`src/rtl/multiply_add_stg_pkg.sv`:
```
`default_nettype none
// ---------------------------------------------------------------------------
// multiply_add_stg_pkg : state encodings and widths shared by the mul/div pair
// Revision: 1.0
// ---------------------------------------------------------------------------
package multiply_add_stg_pkg;

    localparam int L_divn = 8;
    localparam int L_divr = 4;

    localparam logic [1:0] S_idle = 2'd0;
    localparam logic [1:0] S_run  = 2'd1;
    localparam logic [1:0] S_done = 2'd2;

    typedef struct packed {
        logic load_acc;
        logic load_ops;
        logic step;
    } dp_ctrl_t;

endpackage
`default_nettype wire

```
`src/rtl/multiply_add_stg_shift_add_datapath.sv`:
```
`default_nettype none
// ---------------------------------------------------------------------------
// shift_add_datapath : accumulator plus shifting multiplicand/multiplier
// Revision: 1.0
// ---------------------------------------------------------------------------
module shift_add_datapath
    import multiply_add_stg_pkg::*;
#(
    parameter int L_mcnd = L_divn,
    parameter int L_mplr = L_divr,
    parameter int L_prod = L_mcnd + L_mplr
) (
    input  logic              clock,
    input  logic              reset,
    input  dp_ctrl_t          ctrl,
    input  logic [L_mcnd-1:0] word1,
    input  logic [L_mplr-1:0] word2,
    input  logic [L_mplr-1:0] addend,
    output logic [L_prod-1:0] acc,
    output logic              last_step
);

    logic [L_prod-1:0] acc_q,  acc_d;
    logic [L_prod-1:0] mcnd_q, mcnd_d;
    logic [L_mplr-1:0] mplr_q, mplr_d;

    always_comb begin
        acc_d  = acc_q;
        mcnd_d = mcnd_q;
        mplr_d = mplr_q;
        if (ctrl.step) begin
            if (mplr_q[0]) begin
                acc_d = acc_q + mcnd_q;
            end
            mcnd_d = mcnd_q << 1;
            mplr_d = mplr_q >> 1;
        end else begin
            if (ctrl.load_acc) begin
                acc_d = L_prod'(addend);
            end
            if (ctrl.load_ops) begin
                mcnd_d = L_prod'(word1);
                mplr_d = word2;
            end
        end
    end

    always_ff @(posedge clock or posedge reset) begin
        if (reset) begin
            acc_q  <= '0;
            mcnd_q <= '0;
            mplr_q <= '0;
        end else begin
            acc_q  <= acc_d;
            mcnd_q <= mcnd_d;
            mplr_q <= mplr_d;
        end
    end

    assign acc = acc_q;
    // The step now in progress consumes the last set multiplier bit.
    assign last_step = ((mplr_q >> 1) == '0);

endmodule
`default_nettype wire

```
`src/rtl/multiply_add_stg.sv`:
```
`default_nettype none
// ---------------------------------------------------------------------------
// multiply_add_stg : sequential shift-add product = word1 * word2 + addend
// Revision: 1.0
// ---------------------------------------------------------------------------
module multiply_add_stg
    import multiply_add_stg_pkg::*;
#(
    parameter int L_mcnd  = L_divn,
    parameter int L_mplr  = L_divr,
    parameter int L_prod  = L_mcnd + L_mplr,
    parameter int L_state = 2
) (
    input  logic              clock,
    input  logic              reset,
    input  logic              Start,
    input  logic [L_mcnd-1:0] word1,
    input  logic [L_mplr-1:0] word2,
    input  logic [L_mplr-1:0] addend,
    output logic [L_prod-1:0] product,
    output logic              Ready
);

    logic [L_state-1:0] state_q, state_d;
    dp_ctrl_t           ctrl;
    logic               last_step;

    always_comb begin
        state_d       = state_q;
        ctrl.load_acc = 1'b0;
        ctrl.load_ops = 1'b0;
        ctrl.step     = 1'b0;
        case (state_q)
            S_idle, S_done: begin
                if (Start) begin
                    ctrl.load_acc = 1'b1;
                    // A zero operand leaves just the addend, so skip the run.
                    if ((word1 != '0) && (word2 != '0)) begin
                        ctrl.load_ops = 1'b1;
                        state_d       = S_run;
                    end else begin
                        state_d       = S_done;
                    end
                end
            end
            S_run: begin
                ctrl.step = 1'b1;
                if (last_step) begin
                    state_d = S_done;
                end
            end
            default: state_d = S_idle;
        endcase
    end

    always_ff @(posedge clock or posedge reset) begin
        if (reset) begin
            state_q <= S_idle;
        end else begin
            state_q <= state_d;
        end
    end

    shift_add_datapath #(
        .L_mcnd (L_mcnd),
        .L_mplr (L_mplr),
        .L_prod (L_prod)
    ) u_datapath (
        .clock     (clock),
        .reset     (reset),
        .ctrl      (ctrl),
        .word1     (word1),
        .word2     (word2),
        .addend    (addend),
        .acc       (product),
        .last_step (last_step)
    );

    assign Ready = ((state_q == S_idle) && !reset) || (state_q == S_done);

endmodule
`default_nettype wire

```
`config.mk`:
```
export PLATFORM = sky130hd
export DESIGN_NAME = multiply_add_stg
export DESIGN_NICKNAME = d
export VERILOG_FILES = /design/src/rtl/multiply_add_stg_pkg.sv /design/src/rtl/multiply_add_stg_shift_add_datapath.sv /design/src/rtl/multiply_add_stg.sv
export SDC_FILE = /design/constraint.sdc
export NUM_CORES = 1
export LEC_CHECK = 0
export ABC_AREA = 1
export ABC_CLOCK_PERIOD_IN_PS = 1550
export BUFFER_PORTS_ARGS = -buffer_cell sky130_fd_sc_hd__buf_4
export CAP_MARGIN = 20
export CORE_MARGIN = 1.5
export CORE_UTILIZATION = 25
export DETAILED_ROUTE_END_ITERATION = 8
export SLEW_MARGIN = 20
export SYNTH_ARGS = -nofsm -noshare
export SYNTH_HDL_FRONTEND = slang
export SYNTH_HIERARCHICAL = 1
export SYNTH_SLANG_ARGS = --single-unit
export TNS_END_PERCENT = 20
```
`constraint.sdc`:
```
create_clock -name clock -period 1.55 [get_ports clock]
set_clock_uncertainty 0.05 [all_clocks]
set_input_delay 0.31 -clock clock [delete_from_list [all_inputs] [get_ports clock]]
set_output_delay 0.31 -clock clock [all_outputs]
set_load 0.01 [all_outputs]
```
**Word level (Yosys, flattened, before mapping)**

Cells that the tools add are included.

- Output and inout bits: 13
- Register bits: 30
- Word-level logic and storage cells: 38
- Input port bits: 19

- Reductions and logical operators: 13
- Equal/unequal tests: 5
- Mux-type cells: 15
- Add/subtract/negate cells: 1

Operators by type and width:

| operator | number |
|---|---|
| 12-bit 2-to-1 mux | 5 |
| 12-bit adder | 1 |
| 2-bit 2-to-1 mux | 5 |
| 4-bit 2-to-1 mux | 2 |
| 8-bit nonzero test | 1 |
| 4-bit zero test | 1 |
| 2-bit != test (second input constant) | 2 |
| 2-bit one-hot mux with 2 select lines | 1 |
| 2-bit AND reduction | 2 |
| 2-bit nonzero test | 2 |
| 4-bit nonzero test | 1 |
| 2-bit by 1-bit equality test with 1-bit output (second input constant) | 1 |
| 2-bit equality test (second input constant) | 1 |
| 1-bit logical AND | 2 |
| 2-bit zero test | 1 |
| 1-bit 2-to-1 mux | 2 |
| 2-bit by 1-bit != test with 1-bit output (second input constant) | 1 |
| 2-bit OR reduction | 1 |
| 1-bit zero test | 1 |
| 1-bit logical OR | 1 |

**Longest topological paths before layout**

Gate-level depths: netlist of the first run.

- Word-level depth: 7
- Gate-level depth with buffers: 11
- Depth with buffers taken out: 11

**By module**

Netlist of the first run, hierarchy kept.

By module, submodules not included:

| module | seq. area each (sq um) | area each (sq um) | times used | cells an instance |
|---|---|---|---|---|
| shift_add_datapath | 700.7 | 1878.1 | 1 | 244 |
| multiply_add_stg | 50.0 | 178.9 | 1 | 31 |

**Worst setup path after synthesis of the first run**

No wires, ideal clock.

- Path type: flip-flop to flip-flop
- From: register u_datapath.acc_q[0], in the netlist u_datapath/acc[0]
- To: register u_datapath.acc_q[8], in the netlist u_datapath/acc[8]
- Setup slack: -0.172 ns
- Arrival time: 1.552 ns
- Stages on the path, launching flop included: 12
- Clock period less this slack: 1.722 ns
- Library setup time: 0.119 ns
- Path buffers: 0
- Data required time: 1.381 ns
- Cell sequence: dfrtp_1 -> ha_1 -> inv_1 -> fa_1 -> inv_1 -> nand3_1 -> nand3_1 -> nand2_1 -> nand2_1 -> nand2_1 -> nand2_1 -> o21ai_2

- Longest elaborated chain between the ends: 3

Ends and longest elaborated chain:

| what | RTL line | RTL |
|---|---|---|
| start, declared | multiply_add_stg_shift_add_datapath.sv:23 | `logic [L_prod-1:0] acc_q, acc_d;` |
| start signal, assigned | multiply_add_stg_shift_add_datapath.sv:50 | `acc_q <= '0;` |
| start signal, assigned | multiply_add_stg_shift_add_datapath.sv:54 | `acc_q <= acc_d;` |
| 12-bit adder | multiply_add_stg_shift_add_datapath.sv:33 | `acc_d = acc_q + mcnd_q;` |
| 12-bit 2-to-1 mux | multiply_add_stg_shift_add_datapath.sv:32 | `if (mplr_q[0]) begin` |
| 12-bit 2-to-1 mux | multiply_add_stg_shift_add_datapath.sv:31 | `if (ctrl.step) begin` |

No other way between the ends. The select of a mux whose other input is x is not followed.
A chain may end at the register's enable or synchronous reset.

**Final worst setup path of the first run**

Same ends and word-level chain as after synthesis.

==> metrics.md, run 1 <==
| Metric | Value |
|---|---|
| R2r endpoint | `u_datapath/acc[8]$_DFFE_PP0P_` |
| DIE HEIGHT | `93.7 um` |
| Ports | `32` |
| Die Width | `about 94 um` |
| CP Launch Type | `flop` |
| Internal power | `around 0.0035 W` |
| Final critical-path required period | `between 1.5 and 2 ns` |
| CP required | `between 1.5 and 2 ns` |
| IO Port Bufs | `31` |
| First-pass GRT wire length | `between 8 and 9 mm` |
| Syn Area/Cell | `7.48 um^2` |
| Sequential cell area | `about 750 um^2` |
| Initial DRC Count | `between 80 and 90` |
| Failing checks | `setup timing` |
| Slew HR | `75.6%` |
| Routed wire length | `5.19 mm` |
| GPL Wtd Cong | `0.873` |
| Worst Hold Slack | `0.0438 ns` |
| Fillcell total | `820` |
| Cells after Synth | `275` |
| TritonCTS sink count | `30` |
| Maximum clock path buffer count | `2` |
| Placeable Area | `roughly 7800 um^2` |
| Total net switching power | `roughly 0.0027 W` |
| CTS Buf Count | `5` |
| # DRC | `0` |
| Final hold violations | `0` |
| Pleak | `between 1 and 1.5 nW` |
| Fmax | `around 620 MHz` |
| Diode count | `0` |
| Critical Path AT | `1.74 ns` |
| Pwr/cell area | `2100 nW/um^2` |
| Final setup vio count | `4` |
| Sequential cell area fraction in the yosys report | `36.5%` |
| Grt ovf | `0` |
| Initial antenna violation count | `0` |
| RR Startpoint | `u_datapath/acc[0]$_DFFE_PP0P_` |
| R2r setup slk | `-0.06 ns` |
| Placed Area | `roughly 2600 um^2` |
| Worst Path Max Fanout | `3` |
| Total of warnings raised by yosys | `6` |
| Final Instance Area | `between 2000 and 3000 um^2` |
| FF+latch count, synth | `30` |
| Clk_lat worst skew | `0.29 ns` |
| Max Cap Violations | `0` |
| CTS Root Cell | `clkbuf_8` |
| Starting Density | `between 20% and 30%` |
| Synth-to-layout area growth | `42.7%` |
| Synth Cell Area | `2060 um^2` |
| Final Slew Violations | `0` |
| TritonRoute pass-1 iters | `6` |
| CTS tree | `built` |
| Area of the multi-input gates | `1270 um^2` |
| Worst Reg-to-Reg Cells | `11` |
| Switching part of the total | `44.1%` |
| H-tree depth | `2` |
| Clk slew on worst S/H paths | `approximately 0.070 ns` |
| Critical path type | `flop to flop` |
| DR vias/cell | `between 4 and 5` |
| Clock power frac | `10.9%` |
| Row count | `32` |
| DRT antenna net count | `0` |
| Hpwl dp | `between 3 and 4 mm` |
| GRT Util Overall | `12.5%` |
| Status | `finished with violations` |
| CP Capture Type | `flop` |
| Yosys cell types | `30` |
| Routed len/inst | `between 10 and 15 um` |
| Unrepaired setup endpoints after global routing | `yes` |
| Share of cells above drive strength 1 | `38.2%` |
| Largest net degree at the start of global routing | `30` |
| Vias | `1944` |
| Post-Syn Nets | `between 300 and 400` |
| Combinational share of power | `between 60% and 70%` |
| Nets@finish | `370` |
| Number of global-route vias before repair | `1874` |
| Maximum vdd drop | `roughly 0.00071 V` |
| Share of power burned in registers | `24.5%` |
| Die area | `roughly 8800 um^2` |
| Hold Crit Class | `primary input to asynchronous set/reset pin` |
| Worst setup slack after layout | `-0.0606 ns` |
| Setup TNS | `-0.183 ns` |
| Slew at the pin closest to its max-slew limit | `around 0.37 ns` |
| Crit share post-route | `104%` |
[routing by layer]
| layer | track usage, % | up-vias | wire length (um) |
|---|---|---|---|
| met5 | 0 | - | 0 |
| met4 | 4.48 | 0 | 79 |
| met3 | 2.99 | 7 | 192 |
| met2 | 20.2 | 31 | 2470 |
| met1 | 16.1 | 888 | 2450 |
| li1 | - | 1018 | - |
[cells in the final DEF, fill, tap and decap left out, types with 7 or more instances in the layout]
master	count
nand2_1	69
buf_4	61
inv_1	41
dfrtp_1	28
nor2_1	22
nand3_1	18
ha_4	9
o21ai_2	8
nand2_2	8
inv_2	7
[layout make-up]
type                            count  area share [%]
Tap cell                          102            4.35
Clock buffer                        6            2.81
Clock inverter                      2           0.426
Sequential cell                    30            25.7
Timing Repair Buffer               64            17.3
Inverter                           49            6.31
Multi-Input combinational cell    189            43.1
[flip-flops by register name (all words and copies together) (netlist names)]
signal / count
u_datapath/acc: 12
u_datapath/mcnd_q: 12
u_datapath/mplr_q: 4
state_q: 2
[power by group through the flow]
| stage | sequential (W) | clock (W) | combinational [W] |
|---|---|---|---|
| 3_5_place_dp | 0.00142 | 0 | 0.00346 |
| 3_3_place_gp | 0.00141 | 0 | 0.00341 |
| 5_1_grt | 0.00157 | 0.000737 | 0.00445 |
| 6_report | 0.00151 | 0.000674 | 0.00399 |
| 2_1_floorplan | 0.00143 | 0 | 0.00220 |
| 4_1_cts | 0.00142 | 0.000699 | 0.00353 |
[worst max path at each step]
stage                                           from                       endpoint  depth (start not counted)
finish                 u_datapath/acc[0]$_DFFE_PP0P_  u_datapath/acc[8]$_DFFE_PP0P_                         11
global route        u_datapath/mcnd_q[0]$_DFFE_PP0P_  u_datapath/acc[8]$_DFFE_PP0P_                         11
CTS                    u_datapath/acc[0]$_DFFE_PP0P_  u_datapath/acc[8]$_DFFE_PP0P_                         11
detailed placement     u_datapath/acc[0]$_DFFE_PP0P_  u_datapath/acc[8]$_DFFE_PP0P_                         11
global placement       u_datapath/acc[8]$_DFFE_PP0P_  u_datapath/acc[9]$_DFFE_PP0P_                          7
floorplan              u_datapath/acc[0]$_DFFE_PP0P_  u_datapath/acc[8]$_DFFE_PP0P_                         11
[synth_stat cells]
cell type | instances | area share, %
a21oi_1 | 3 | 0.73
a21oi_2 | 2 | 0.85
a31oi_1 | 2 | 0.61
buf_1 | 1 | 0.18
buf_2 | 1 | 0.24
buf_6 | 5 | 2.7
clkinv_2 | 1 | 0.24
dfrtp_1 | 30 | 36
fa_1 | 1 | 0.97
ha_1 | 11 | 6.7
inv_1 | 45 | 8.2
inv_2 | 3 | 0.55
nand2_1 | 78 | 14
nand3_1 | 24 | 5.8
nand3_2 | 1 | 0.49
nand4_1 | 4 | 1.2
nor2_1 | 26 | 4.7
nor2_4 | 1 | 0.55
nor3_1 | 1 | 0.24
o211ai_1 | 1 | 0.37
o21ai_0 | 3 | 0.73
o21ai_1 | 4 | 0.97
o21ai_2 | 8 | 3.4
o221ai_1 | 6 | 2.6
o221ai_2 | 4 | 2.9
o22ai_1 | 4 | 1.2
or2_1 | 1 | 0.30
or2_4 | 1 | 0.43
xnor2_1 | 2 | 0.85
xor2_1 | 1 | 0.43
[through the flow]
step	setup WS, ns	total power (W)	instances	utilization (%)
after floorplan	-0.0879	0.00363	275	-
after global placement	-0.0443	0.00482	430	33.2
after detailed placement	-0.0803	0.00489	430	33.2
after CTS	-0.0804	0.00565	440	34.8
after global routing	-0.167	0.00675	442	37.4
final	-0.0606	0.00618	442	37.4
[critical path, stage by stage (launching register included)]
cell     delay (ns)
dfrtp_1        0.36
ha_2           0.19
inv_2          0.04
fa_2           0.34
inv_2          0.07
nand3_2        0.06
nand3_2        0.09
nand2_1        0.06
nand2_2        0.07
nand2_1        0.05
nand2_1        0.06
o21ai_2        0.05
[cell families (layout without fill, tap and decap cells)]
kind of cell	count (synthesis)	after routing	synth area share, %
AND/OR/NAND/NOR	137	137	28.0
flip-flops	30	30	36.5
adder cells (fa/ha/maj)	12	12	7.66
AO/OA/AOI/OAI	37	37	14.4
XOR/XNOR	3	3	1.28
buffers and inverters	56	121	12.2
[repair_timing]
item | 4_1_cts | 5_1_grt
hold buffers | 1 | 0
hold endpoints to repair | 2 | 0
endpoints found under the setup margin | 8 | 20
gates resized for setup | 2 | 38
pin swaps | 1 | 10
buffers inserted | 1 | 2
(Power assumes the default switching activity.)
==> run 2: changes to the inputs <==
==> constraint.sdc (replaced) <==
create_clock -name clock -period 1.55 [get_ports clock]
set_clock_uncertainty 0.05 [all_clocks]
set_input_delay 0.31 -clock clock [delete_from_list [all_inputs] [get_ports clock]]
set_output_delay 0.31 -clock clock [all_outputs]
set_load 0.05 [all_outputs]
==> run 2 against run 1 <==
  * The flow still finishes with violations (setup timing)
  * Worst hold slack improved by 0.18 ns
  * Setup slack gained 0.016 ns
  * Via count is 0.72% higher
  * Sequential cell count unchanged
  * Register-to-register slack better by 0.02 ns
  * First-iteration DRC count is 6.2% higher
  * Clock power up 24%
  * Total power grew 6.6%
  * Wire length increased by 1.3%
==> metrics.md, run 2 (synthesis results as in run 1) <==
| Metric | Value |
|---|---|
| Status | `finished with violations` |
| Failing checks | `setup timing` |
| Clk slew on worst S/H paths | `0.08 ns` |
| DR vias/cell | `4.41` |
| CTS tree | `built` |
| CTS Buf Count | `5` |
| Max Cap Violations | `0` |
| Layout Cells excl Fill | `444` |
| H-tree depth | `2` |
| Leading cell type in the layout, fill and taps excluded | `nand2_1` |
| R2r endpoint | `u_datapath/acc[6]$_DFFE_PP0P_` |
| Largest net degree at the start of global routing | `17` |
| DRT antenna net count | `0` |
| Initial DRC Count | `between 80 and 90` |
| IO Port Bufs | `31` |
| Synth-to-layout area growth | `39.8%` |
| Worst Hold Path EP | `u_datapath/acc[1]$_DFFE_PP0P_` |
| Worst Reg-to-Reg Cells | `11` |
| Starting Density | `26.2%` |
| Routed len/inst | `11.8 um` |
| CP Launch Type | `flop` |
| Ports | `32` |
| Hpwl dp | `4.05 mm` |
| Diode count | `0` |
| Placed Area | `2630 um^2` |
| Hold Path Depth | `3` |
| Initial antenna violation count | `0` |
| Most frequent cells in the layout | `76 x nand2_1, 62 x buf_4, 41 x inv_1` |
| RR Startpoint | `u_datapath/mcnd_q[0]$_DFFE_PP0P_` |
| Pleak | `~1.4 nW` |
| Final setup vio count | `3` |
| CP Capture Type | `flop` |
| R2r setup slk | `-0.04 ns` |
| Share of cells above drive strength 1 | `around a third` |
| Critical path, cell by cell | `ha_4 > inv_2 > fa_2 > inv_2 > nand3_2 > nand3_2 > nand2_1 > nand2_2 > nand2_1 > nand2_1 > o21ai_2` |
| Final hold violations | `0` |
| Row count | `32` |
| Placeable Area | `slightly below 8000 um^2` |
| Maximum vdd drop | `0.000739 V` |
| Hold wc startpoint | `addend[1]` |
| Placed instance count | `433` |
| Unrepaired setup endpoints after global routing | `yes` |
| Slew HR | `approximately 68%` |
| CP max stage cell | `dfrtp_1` |
| Routed wire length | `5.26 mm` |
| TritonRoute pass-1 iters | `4` |
| Final Instance Area | `2880 um^2` |
| Most Frequent Cell on Critical Path | `nand2_1` |
| Critical path type | `flop to flop` |
| Nets@finish | `372` |
| Worst Hold Slack | `0.228 ns` |
| Fmax | `around 630 MHz` |
| Max incr delay on CP | `0.39 ns` |
| Critical Path AT | `1.72 ns` |
| Worst Path Max Fanout | `3` |
| Pwr/cell area | `2290 nW/um^2` |
| Crit share post-route | `103%` |
| GPL Wtd Cong | `around 0.94` |
| DIE HEIGHT | `93.7 um` |
| Clk_lat worst skew | `0.29 ns` |
| TritonCTS sink count | `30` |
| Number of global-route vias before repair | `1886` |
| CP required | `1.67 ns` |
| First-pass GRT wire length | `8.65 mm` |
| Grt ovf | `0` |
| Maximum clock path buffer count | `2` |
| Die Width | `93.7 um` |
| Worst setup slack after layout | `-0.0444 ns` |
| CTS Root Cell | `clkbuf_8` |
| Final critical-path required period | `~1.6 ns` |
| # DRC | `0` |
| Hold Crit Class | `primary input to flop` |
| Slew at the pin closest to its max-slew limit | `0.480 ns` |
| Vias | `1958` |
| Die area | `roughly 8800 um^2` |
| Final Slew Violations | `0` |
| GRT Util Overall | `roughly 13%` |
==> run 2: report_power, final <==
part / total (W) / leakage [nW] / switching, W / internal [W]
combinational: 0.00426 / 1.00 / 0.00242 / 0.00184
clock: 0.000835 / 0.0585 / 0.000311 / 0.000524
sequential: 0.00149 / 0.387 / 0.000343 / 0.00114
total: 0.00659 / 1.45 / 0.00308 / 0.00351
==> run 2: per-stage QoR <==
stage / setup WS, ns / setup TNS [ns] / total power, W / util, %
2_1_floorplan: -0.178 / -1.34 / 0.00414 / -
3_3_place_gp: -0.0707 / -0.158 / 0.00540 / 33.5
3_5_place_dp: -0.0575 / -0.178 / 0.00545 / 33.5
4_1_cts: -0.0512 / -0.0668 / 0.00653 / 36.3
5_1_grt: -0.116 / -0.840 / 0.00714 / 36.7
6_report: -0.0444 / -0.0716 / 0.00659 / 36.7
==> run 2: worst max-delay path: cells and delay by family, from the launching register on <==
kind                       cells  cell delay (ns)
DFF                            1             0.39
buffers and inverters          2             0.11
adders and majority gates      2             0.48
AOI/OAI and AO/OA              1             0.05
and+or+nand+nor                6             0.38
==> run 2: timing repair <==
action,in CTS,in global routing
buffers inserted,1,0
endpoints found under the hold margin,7,0
gates resized for setup,7,6
hold buffers,2,0
pin swaps,2,1
endpoints found under the setup margin,6,12
==> run 2: final cells by class <==
cell class / instances / area (um^2)
clock buffers: 7 / 86.3
clock inverters: 1 / 30.0
fillers: 846 / 4970
inverters: 49 / 185
multi-input cells: 189 / 1180
flip-flops and latches: 30 / 753
well taps: 102 / 128
repair buffers: 66 / 517
==> run 2: how the worst max path moves through the flow <==
stage                                     startpoint                               end  cells after the start
global route           u_datapath/acc[0]$_DFFE_PP0P_     u_datapath/acc[6]$_DFFE_PP0P_                     11
CTS                    u_datapath/acc[0]$_DFFE_PP0P_     u_datapath/acc[6]$_DFFE_PP0P_                     11
detailed placement  u_datapath/mcnd_q[0]$_DFFE_PP0P_     u_datapath/acc[6]$_DFFE_PP0P_                     11
global placement                            word1[5]  u_datapath/mcnd_q[5]$_DFFE_PP0P_                      8
finish              u_datapath/mcnd_q[0]$_DFFE_PP0P_     u_datapath/acc[6]$_DFFE_PP0P_                     11
floorplan              u_datapath/acc[0]$_DFFE_PP0P_     u_datapath/acc[8]$_DFFE_PP0P_                     11
==> run 2: metal layers <==
layer  global-route usage [%]  wire length, um  share of wire [%]  vias up
li1                         -                -                  -     1021
met1                     16.6             2450                 47      879
met2                     20.4             2420                 46       50
met3                     3.48              276                5.3        8
met4                     3.86              104                2.0        0
met5                        0                0                  0        -
